[src/rtl/xillybus_wrapper_udiv_seq_pkg.sv]
// Shared definitions for the sequential unsigned divider.
// Contents: FSM state encoding and a constant clog2 used to size the iteration counter.
package xillybus_wrapper_udiv_seq_pkg;

  typedef enum logic [1:0] {
    ST_IDLE = 2'd0,
    ST_RUN  = 2'd1,
    ST_DONE = 2'd2
  } state_e;

  // Ceiling log2 for elaboration-time width computation.
  function automatic int unsigned clog2(input int unsigned v);
    int unsigned w;
    w = 0;
    while ((64'd1 << w) < 64'(v)) w = w + 1;
    return w;
  endfunction

endpackage

[src/rtl/xillybus_wrapper_udiv_step.sv]
// One radix-2 restoring division step (purely combinational).
// Ports:
//   r_i       partial remainder from the previous step (always < divisor)
//   divisor_i divisor
//   bit_i     next dividend bit, MSB first
//   r_o       partial remainder after this step
//   qbit_o    quotient bit produced by this step
// The partial remainder is carried as M bits: after every step it is below the
// divisor, so only the shifted value {r, bit} needs the extra top bit, and that
// bit only matters for the compare.
module xillybus_wrapper_udiv_step #(
  parameter int unsigned M = 15
) (
  input  logic [M-1:0] r_i,
  input  logic [M-1:0] divisor_i,
  input  logic         bit_i,
  output logic [M-1:0] r_o,
  output logic         qbit_o
);

  logic [M:0]   shifted_c;
  logic [M-1:0] diff_c;

  assign shifted_c = {r_i, bit_i};
  assign qbit_o    = (shifted_c >= {1'b0, divisor_i});
  // True difference is below the divisor whenever it is taken, so M bits suffice.
  assign diff_c    = shifted_c[M-1:0] - divisor_i;
  assign r_o       = qbit_o ? diff_c : shifted_c[M-1:0];

endmodule

[src/rtl/xillybus_wrapper_udiv_seq.sv]
// Sequential radix-2 restoring unsigned divider, N-bit dividend by M-bit divisor,
// controlled over an ap_ctrl_hs style handshake.
// Ports:
//   ap_clk, ap_rst          clock, synchronous active-high reset
//   ap_start / ap_ready     request / operands accepted this cycle (combinational)
//   ap_idle / ap_done       idle indicator / one-cycle result-valid pulse
//   din0, din1              dividend, divisor (captured when ap_ready=1)
//   dout_quot, dout_rem     quotient, remainder (held until the next completion)
//   div_zero                last division had a zero divisor
module xillybus_wrapper_udiv_seq
  import xillybus_wrapper_udiv_seq_pkg::*;
#(
  parameter logic [31:0] ID             = 32'd1,
  parameter int unsigned DIVIDEND_WIDTH = 30,
  parameter int unsigned DIVISOR_WIDTH  = 15
) (
  input  logic                      ap_clk,
  input  logic                      ap_rst,
  input  logic                      ap_start,
  output logic                      ap_ready,
  output logic                      ap_idle,
  output logic                      ap_done,
  input  logic [DIVIDEND_WIDTH-1:0] din0,
  input  logic [DIVISOR_WIDTH-1:0]  din1,
  output logic [DIVIDEND_WIDTH-1:0] dout_quot,
  output logic [DIVISOR_WIDTH-1:0]  dout_rem,
  output logic                      div_zero
);

  localparam int unsigned N     = DIVIDEND_WIDTH;
  localparam int unsigned M     = DIVISOR_WIDTH;
  localparam int unsigned CNT_W = clog2(N + 1);

  if (N < M) begin : g_width_check
    $error("xillybus_wrapper_udiv_seq %0d: DIVIDEND_WIDTH must be >= DIVISOR_WIDTH", ID);
  end

  state_e           state_q, state_d;
  logic [N-1:0]     sh_q, sh_d;      // dividend in, quotient out, shifted MSB first
  logic [M-1:0]     r_q, r_d;
  logic [M-1:0]     dvs_q, dvs_d;
  logic [CNT_W-1:0] cnt_q, cnt_d;
  logic [N-1:0]     quot_q, quot_d;
  logic [M-1:0]     rem_q, rem_d;
  logic             dz_q, dz_d;

  logic [M-1:0]     step_r;
  logic             step_qbit;

  xillybus_wrapper_udiv_step #(.M(M)) u_step (
    .r_i       (r_q),
    .divisor_i (dvs_q),
    .bit_i     (sh_q[N-1]),
    .r_o       (step_r),
    .qbit_o    (step_qbit)
  );

  assign ap_idle   = (state_q == ST_IDLE);
  assign ap_done   = (state_q == ST_DONE);
  assign ap_ready  = ap_start & ap_idle;
  assign dout_quot = quot_q;
  assign dout_rem  = rem_q;
  assign div_zero  = dz_q;

  // Next-state and datapath update.
  always_comb begin
    state_d = state_q;
    sh_d    = sh_q;
    r_d     = r_q;
    dvs_d   = dvs_q;
    cnt_d   = cnt_q;
    quot_d  = quot_q;
    rem_d   = rem_q;
    dz_d    = dz_q;
    case (state_q)
      ST_IDLE: begin
        if (ap_start) begin
          state_d = ST_RUN;
          sh_d    = din0;
          dvs_d   = din1;
          r_d     = '0;
          cnt_d   = CNT_W'(N - 1);
        end
      end
      ST_RUN: begin
        sh_d = {sh_q[N-2:0], step_qbit};
        r_d  = step_r;
        if (cnt_q == '0) begin
          // Results are taken straight from the final step so they land with DONE.
          state_d = ST_DONE;
          if (dvs_q == '0) begin
            quot_d = '1;
            rem_d  = '0;
            dz_d   = 1'b1;
          end else begin
            quot_d = {sh_q[N-2:0], step_qbit};
            rem_d  = step_r;
            dz_d   = 1'b0;
          end
        end else begin
          cnt_d = cnt_q - CNT_W'(1);
        end
      end
      ST_DONE: state_d = ST_IDLE;
      default: state_d = ST_IDLE;
    endcase
  end

  // State and datapath registers.
  always_ff @(posedge ap_clk) begin
    if (ap_rst) begin
      state_q <= ST_IDLE;
      sh_q    <= '0;
      r_q     <= '0;
      dvs_q   <= '0;
      cnt_q   <= '0;
      quot_q  <= '0;
      rem_q   <= '0;
      dz_q    <= 1'b0;
    end else begin
      state_q <= state_d;
      sh_q    <= sh_d;
      r_q     <= r_d;
      dvs_q   <= dvs_d;
      cnt_q   <= cnt_d;
      quot_q  <= quot_d;
      rem_q   <= rem_d;
      dz_q    <= dz_d;
    end
  end

endmodule

[config.mk]
export PLATFORM = sky130hd
export DESIGN_NAME = xillybus_wrapper_udiv_seq
export DESIGN_NICKNAME = d
export VERILOG_FILES = /design/src/rtl/xillybus_wrapper_udiv_seq_pkg.sv /design/src/rtl/xillybus_wrapper_udiv_step.sv /design/src/rtl/xillybus_wrapper_udiv_seq.sv
export SDC_FILE = /design/constraint.sdc
export NUM_CORES = 1
export LEC_CHECK = 0
export ABC_AREA = 0
export CAP_MARGIN = 20
export CELL_PAD_IN_SITES_DETAIL_PLACEMENT = 0
export CELL_PAD_IN_SITES_GLOBAL_PLACEMENT = 1
export CORE_ASPECT_RATIO = 0.9
export CORE_MARGIN = 3
export CORE_UTILIZATION = 41
export CTS_CLUSTER_SIZE = 12
export DETAILED_ROUTE_END_ITERATION = 6
export GPL_TIMING_DRIVEN = 0
export PLACE_DENSITY = 0.9
export SYNTH_ARGS = -nofsm -noshare
export SYNTH_HDL_FRONTEND = slang
export SYNTH_SLANG_ARGS = --single-unit
[constraint.sdc]
create_clock -name ap_clk -period 5.85 [get_ports ap_clk]
set_input_delay 1.17 -clock ap_clk [delete_from_list [all_inputs] [get_ports ap_clk]]
set_output_delay 1.17 -clock ap_clk [all_outputs]
set_load 0.005 [all_outputs]
* After elaboration in Yosys (flattened, before gate mapping) *
Index checks and enable logic that the tools add are counted.

word-level totals
  bits in registers = 113
  bits of input ports = 48
  output and inout bits = 49
  word-level logic and storage cells = 40

cells by class
  add/subtract/negate cells = 2
  order comparisons = 1
  equal/unequal tests = 5
  muxes and demuxes = 14
  bitwise logic cells = 1
  reduce and logical (&&, ||, !) cells = 9

operator list
  cell                                                 count
  2-to-1 mux 30 bit                                    2
  case mux 30 bit (2 select lines)                     1
  2-to-1 mux 15 bit                                    3
  case mux 15 bit (2 select lines)                     1
  >= comparator 16 x 15 -> 1 bit                       1
  zero test 15 bit                                     1
  subtractor 15 bit                                    1
  2-to-1 mux 5 bit                                     2
  case mux 5 bit (2 select lines)                      1
  AND reduction 2 bit                                  4
  != test 2 bit, second input constant                 3
  zero test 5 bit                                      1
  subtractor 5 x 1 -> 5 bit, second input constant     1
  2-to-1 mux 2 bit                                     2
  case mux 2 bit (2 select lines)                      1
  AND reduction 3 bit                                  1
  equality test 2 x 1 -> 1 bit, second input constant  1
  equality test 2 bit, second input constant           1
  zero test 2 bit                                      1
  nonzero test 2 bit                                   1
  bitwise AND 1 bit                                    1
  2-to-1 mux 1 bit                                     1

* Depth between registers and ports, before layout *
Gate-level depths: netlist of the first run.

  depth in word-level cells = 3
  depth in mapped cells = 12

* Modules after synthesis *
From an unflattened synthesis of the first run, not the netlist that was laid out.

second synthesis, totals
  cells, all modules = 719
  area, all modules = 5,895.7 µm²

by module, submodules not included
  module                      instances  cells an instance  area an instance (µm²)  sequential area each (µm²)
  xillybus_wrapper_udiv_seq   1          556                4,710.8                 2,262.2
  xillybus_wrapper_udiv_step  1          163                1,184.9                 0.0

* Worst setup path before layout of the first run *
Ideal clock, no wire load.

  path kind = input to output
  from = input port ap_start
  to = output port ap_ready
  arrival time = 1.811 ns
  required time = 4.680 ns
  slack = 2.869 ns
  stages = 4
  buffers on the path = 2
  cell sequence = nand2_1 > inv_1 > buf_2 > buf_1

between the ends
  longest elaborated chain between the ends = 1

ends and longest elaborated chain
  element            RTL line                         text
  from (decl)        xillybus_wrapper_udiv_seq.sv:19  input logic ap_start,
  bitwise AND 1 bit  xillybus_wrapper_udiv_seq.sv:60  assign ap_ready = ap_start & ap_idle;
  to (decl)          xillybus_wrapper_udiv_seq.sv:20  output logic ap_ready,

No other way between the ends.

* Worst setup path in the final report of the first run *
Same ends and word-level chain as after synthesis.

==> impl_metrics.toml, run 1 <==
[finish]
n_fill_cell = 1174
nets = 835
stdcell_count = 942
layout-drive-gt1-share = 0.0639
final_area_um2 = 6890
final_util = 0.566
multiInputGateArea_um2 = 2630
n_antenna_cell = 0
ff_latch_area_um2 = 2260
areaGrowthSynthToFinish_pct = 33.7

[pwr]
ir_drop_v = 0.000282
finalPower_mw = 3.21
power.leakage_nw = 2.68
power-per-cell-area_nw_per_um2 = 465

[floorplan]
start_util = 0.423
chipHeight_um = 112
core_area_um2 = 12200
rows = 38
io_pins = 97
design.die.area_um2 = 13900
die_x_um = 124

[yosys]
synth_fa_ha_area_frac = 0.0452
yosys.area.top_type_share = 0.439
synth_most_common_cell = "nand2_1"
synth_edf_count = 0
synth.largest_area_cell = "dfxtp_1"
synth_compound_area_frac = 0.170
yosys.area_share.simple = 0.259
synth_top_cells_by_count = "130 x nand2_1, 113 x dfxtp_1, 111 x nor2_1"
yosys_warnings = 0
synth-main-ff-cell = "dfxtp_1"
syn-cell-area_um2 = 5150
ys_seq_area_frac = 0.439
synth_nets = 720
postSynthAreaPerCell_um2 = 7.88
netlist-cell-type-count = 54
ys_top_cells_by_area = "dfxtp_1 44%, nand2_1 9.5%, nor2_1 8.1%"
synth_top_family_by_area = "simple AND/OR/NAND/NOR gates"
synth_mux_area_frac = 0.0180
synthArstFlopShare = 0
synth-seq-cells = 113
synth_xor_area_frac = 0.0170
postSynthCellCount = 654

[worst_setup_path]
crit_arrival_ns = 3.18
reg2reg_from = "dvs_q[11]"
cp_max_fo = 10
crit_start = "ap_start"
critPathCapture = "ap_ready"
crit_type = "in2out"
reg2reg_slack_ns = 3.12
crit_required_ns = 4.68
cp-end-kind = "primary output"
worst_r2r_path_depth = 10
start_kind = "primary input"
regToRegEndpoint = "r_q[10]"

[drt]
routed_via_density = 5.19
postRouteAntennaNets = 0
drt-pass1-iter-count = 5
wl_um = 13900
route.detailed.drc = 0
vias = 4893
first_iter_violations = 315
wl_per_cell_um = 14.8

[hold_path]
min_path_cells = 2
hp-class = "reg2reg"

[grt]
grt-ovfl-total = 0
grt_usage = 0.211
grt_max_degree = 17
antenna_found_initial = 0
grt_pass1_vias = 4614
grt_pass1_wl_um = 23100

[clocking]
ctsHoldBuffers = 0
cts_resized = 0
cts_tree = "yes"
cts_root_buffer = "clkbuf_16"
clock_sinks = 113
cts_setup_buffers = 0
clockBufferDepth = 2
clk_pin_slew_ns = 0.05
h-tree-depth = 4
clk-insertion-delay-late_ns = 0.41
cts_inserted_buffers = 17

[placed_design]
place_inst = 910
place_ws_ns = 1.49
io_buffers = 96
place_area_um2 = 6310
hpwl_um = 10400
gp_congestion = 0.906

[outcome]
status = "finished, final reports clean"

[sta]
setup_viol = 0
fmax_mhz = 230
skew_ns = 0.00761
period_share = 0.744
drv_slew = 0
fin_crit_ns = 4.35
tightest_slew_ns = 0.874
rsz0062_at_grt = "no"
worst_slack_ns = 1.50
hold_violations = 0
fin_hold_ws_ns = 0.446
timing.setup.tns_ns = 0
max-slew-margin-rel = 0.413

[flow_run]
maxCapViolCount = 0
[worst min path at each step]
stage,startpoint,to
final,dout_rem[5],dout_rem[5]
after global routing,dout_rem[5],dout_rem[5]
after CTS,dout_rem[14],dout_rem[14]
after detailed placement,dout_rem[14],dout_rem[14]
after global placement,dout_rem[8],dout_rem[8]
after floorplan,dout_rem[1],dout_rem[1]
[sequential cells by signal, summed over array words and instances, names as in the netlist]
register and flops:
div_zero 1, dout_rem 15, sh_q 30, dvs_q 15, r_q 15, state_q 2, dout_quot 30, cnt_q 5
[area by class of cell]
| cell class | count | share of cell area |
|---|---|---|
| Sequential cell | 113 | 0.328 |
| Timing Repair Buffer | 96 | 0.140 |
| Clock buffer | 22 | 0.0674 |
| Buffer | 40 | 0.0253 |
| Inverter | 24 | 0.0131 |
| Tap cell | 160 | 0.0291 |
| Clock inverter | 10 | 0.0160 |
| Multi-Input combinational cell | 477 | 0.381 |
[routing by layer]
metal,up-vias,share of wire,track usage
met5,-,0,0
met4,0,0.017,0.0701
met3,20,0.072,0.0509
met2,179,0.43,0.307
met1,2228,0.48,0.307
li1,2466,-,-
[worst max-delay path: stages]
cell,delay [ns]
clkdlybuf4s50_1,0.45
nand2_1,0.14
inv_1,0.17
buf_2,0.24
buf_1,0.40
clkdlybuf4s50_1,0.60
[cell families after synthesis]
family,after synthesis
mux,9
simple gates,312
compound gates,128
fa+ha+maj,18
flops,113
buf+inv,64
xor+xnor,10
[cells in the final DEF, fill, tap and decap left out, drive strengths merged, types with 2 or more instances in the layout]
| master | netlist | final |
|---|---|---|
| a221o | 2 | 2 |
| nand4 | 5 | 5 |
| nand2b | 4 | 4 |
| a211oi | 4 | 4 |
| clkinv | 0 | 4 |
| and3 | 2 | 2 |
| ha | 17 | 17 |
| a311oi | 30 | 30 |
| a21oi | 36 | 36 |
| nand2 | 131 | 131 |
| or4b | 2 | 2 |
| dfxtp | 113 | 113 |
| xor2 | 2 | 2 |
| bufinv | 0 | 2 |
| a21o | 3 | 3 |
| nor4 | 4 | 4 |
| nor2 | 112 | 112 |
| nor3 | 38 | 38 |
| a32oi | 2 | 2 |
| a31oi | 3 | 3 |
| mux2i | 7 | 7 |
| and2 | 2 | 2 |
| xnor2 | 8 | 8 |
| clkbuf | 27 | 49 |
| buf | 13 | 13 |
| mux2 | 2 | 2 |
| a21boi | 3 | 3 |
| o21ai | 35 | 35 |
| clkinvlp | 0 | 4 |
| clkdlybuf4s50 | 0 | 96 |
| o2111ai | 2 | 2 |
| o31a | 2 | 2 |
| nand3 | 2 | 2 |
| nor2b | 7 | 7 |
| inv | 24 | 24 |
[power breakdown]
part / internal, mW / total (mW) / switching, mW
combinational: 0.550 / 1.26 / 0.707
sequential: 0.868 / 0.946 / 0.0780
clock: 0.645 / 1.00 / 0.357
Power figures use the tool's default switching activity.
==> run 2, diff against run 1 <==
--- a/config.mk
+++ b/config.mk
@@ -11,11 +11,11 @@
 export CELL_PAD_IN_SITES_GLOBAL_PLACEMENT = 1
 export CORE_ASPECT_RATIO = 0.9
 export CORE_MARGIN = 3
-export CORE_UTILIZATION = 41
+export CORE_UTILIZATION = 38
 export CTS_CLUSTER_SIZE = 12
 export DETAILED_ROUTE_END_ITERATION = 6
 export GPL_TIMING_DRIVEN = 0
-export PLACE_DENSITY = 0.9
+export PLACE_DENSITY = 0.85
 export SYNTH_ARGS = -nofsm -noshare
 export SYNTH_HDL_FRONTEND = slang
 export SYNTH_SLANG_ARGS = --single-unit
==> constraint.sdc (replaced) <==
create_clock -name ap_clk -period 4.2 [get_ports ap_clk]
set_input_delay 0.84 -clock ap_clk [delete_from_list [all_inputs] [get_ports ap_clk]]
set_output_delay 0.84 -clock ap_clk [all_outputs]
set_load 0.005 [all_outputs]
==> run 2 against run 1 <==
Compared with the run above:
- clock power up 40%
- via count up 0.88%
- largest cell class unchanged
- largest power group unchanged
- first-iteration DRC count up 2.9%
- non-clock buffer count unchanged
- highest routed layer unchanged
==> impl_metrics.toml, run 2 (synthesis results as in run 1) <==
[outcome]
status = "finished, final reports clean"

[clocking]
clk_pin_slew_ns = 0.05
cts_tree = "yes"
cts_resized = 0
clock_sinks = 113
clk-insertion-delay-late_ns = 0.42
clockBufferDepth = 2
ctsHoldBuffers = 0
h-tree-depth = 4
cts_root_buffer = "clkbuf_16"
cts_inserted_buffers = 17
cts_setup_buffers = 0

[worst_setup_path]
slowest_delay_ns = 0.61
cp_max_fo = 10
slowest_stage = "clkdlybuf4s50_1"
crit_start = "ap_start"
reg2reg_from = "dvs_q[11]"
cpLargestDelayFamily = "buffers and inverters"
cp_num_buf_inv = 5
start_kind = "primary input"
crit_required_ns = 3.36
crit_path_frequent_cell = "clkdlybuf4s50_1"
crit_arrival_ns = 2.94
crit_type = "in2out"
timing.critical_path.cells = "clkdlybuf4s50_1 > nand2_1 > inv_1 > buf_2 > buf_1 > clkdlybuf4s50_1"
cp-end-kind = "primary output"

[finish]
layout-drive-gt1-share = 0.0665
areaGrowthSynthToFinish_pct = 33.9
n_fill_cell = 1258
nets = 835
n_antenna_cell = 0
layout_common_cells = "130 x nand2_1, 113 x dfxtp_1, 111 x nor2_1, 96 x clkdlybuf4s50_1, 37 x nor3_1"
final_common_cell = "nand2_1"

[drt]
vias = 4936
route.detailed.drc = 0
wl_um = 14600
wl_per_cell_um = 15.4
postRouteAntennaNets = 0
drt-pass1-iter-count = 5
first_iter_violations = 324
routed_via_density = 5.22

[sta]
worst_slack_ns = 0.419
hold_violations = 0
fin_crit_ns = 3.78
fin_hold_ws_ns = 0.446
skew_ns = 0.00609
timing.setup.tns_ns = 0
period_share = 0.900
rsz0062_at_grt = "no"
drv_slew = 0
max-slew-margin-rel = 0.332
tightest_slew_ns = 0.994
setup_viol = 0
fmax_mhz = 264

[pwr]
p_comb_frac = 0.398
pwr-share-clk = 0.310
p_switching_mw = 1.62
swShare = 0.360
power_frac_seq = 0.292
power.leakage_nw = 2.70
p_int_mw = 2.89
power-per-cell-area_nw_per_um2 = 654
ir_drop_v = 0.000273
finalPower_mw = 4.51

[floorplan]
start_util = 0.397
rows = 39
design.die.area_um2 = 15000
chipHeight_um = 116
io_pins = 97
core_area_um2 = 13000
die_x_um = 129

[grt]
grt_max_degree = 17
grt_usage = 0.202
grt_pass1_vias = 4611
antenna_found_initial = 0
grt-ovfl-total = 0
grt_pass1_wl_um = 23500

[placed_design]
io_buffers = 96
gp_congestion = 0.876
place_ws_ns = 0.430
hpwl_um = 10900

[hold_path]
min_from = "dout_rem[7]"
hp-class = "reg2reg"

[flow_run]
maxCapViolCount = 0
run 2: changes by cell type in the layout (fill, tap and decap cells not counted):
cell	change
clkbuf_1	-2
clkbuf_8	+1
clkinv_2	+3
clkinv_4	+1
clkinvlp_4	-3
run 2: final cells by class:
cell class / instances / area [µm²] / share of cell area
Buffer: 40 / 174 / 0.0252
Inverter: 24 / 90.1 / 0.0131
Tap cell: 164 / 205 / 0.0297
Clock inverter: 11 / 111 / 0.0161
Timing Repair Buffer: 96 / 961 / 0.139
Clock buffer: 21 / 470 / 0.0682
Multi-Input combinational cell: 477 / 2630 / 0.380
Sequential cell: 113 / 2260 / 0.328
run 2: through the flow:
stage / util / cells / instance area [µm²]
after floorplan: - / 654 / 5150
after global placement: 0.487 / 914 / 6320
after detailed placement: 0.487 / 914 / 6320
after CTS: 0.532 / 946 / 6900
after global routing: 0.532 / 946 / 6900
final: 0.532 / 946 / 6900
run 2: power groups by stage:
| stage | Clock, mW | Combinational [mW] | Sequential (mW) |
|---|---|---|---|
| finish | 1.40 | 1.79 | 1.32 |
| global route | 1.47 | 1.97 | 1.34 |
| CTS | 1.42 | 1.78 | 1.32 |
| detailed placement | 0 | 1.77 | 1.34 |
| global placement | 0 | 1.75 | 1.33 |
| floorplan | 0 | 1.28 | 1.31 |
run 2: final timing paths:
path                            slack [ns]  depth (start not counted)          end
worst min register to register        0.45                          2  dout_rem[7]
worst max register to register        1.49                         10      r_q[10]
worst max-delay path                  0.42                          6     ap_ready
worst min-delay path                  0.45                          2  dout_rem[7]
run 2: routing by layer:
metal	routed length (µm)	track usage
met1	7310	0.290
met2	6230	0.294
met5	0	0
met3	801	0.0494
met4	210	0.0728
run 2: tightest hold or removal path: cells and delay by family (launching register included):
family,cells,cell delay [ns]
compound gates,1,0.05
flops,1,0.31
simple gates,1,0.05
==> run 3, diff against run 2 <==
--- a/config.mk
+++ b/config.mk
@@ -5,7 +5,6 @@
 export SDC_FILE = /design/constraint.sdc
 export NUM_CORES = 1
 export LEC_CHECK = 0
-export ABC_AREA = 0
 export CAP_MARGIN = 20
 export CELL_PAD_IN_SITES_DETAIL_PLACEMENT = 0
 export CELL_PAD_IN_SITES_GLOBAL_PLACEMENT = 1
==> results of run 3 <==
Final layout, timing and power as in run 2 (identical DEF).
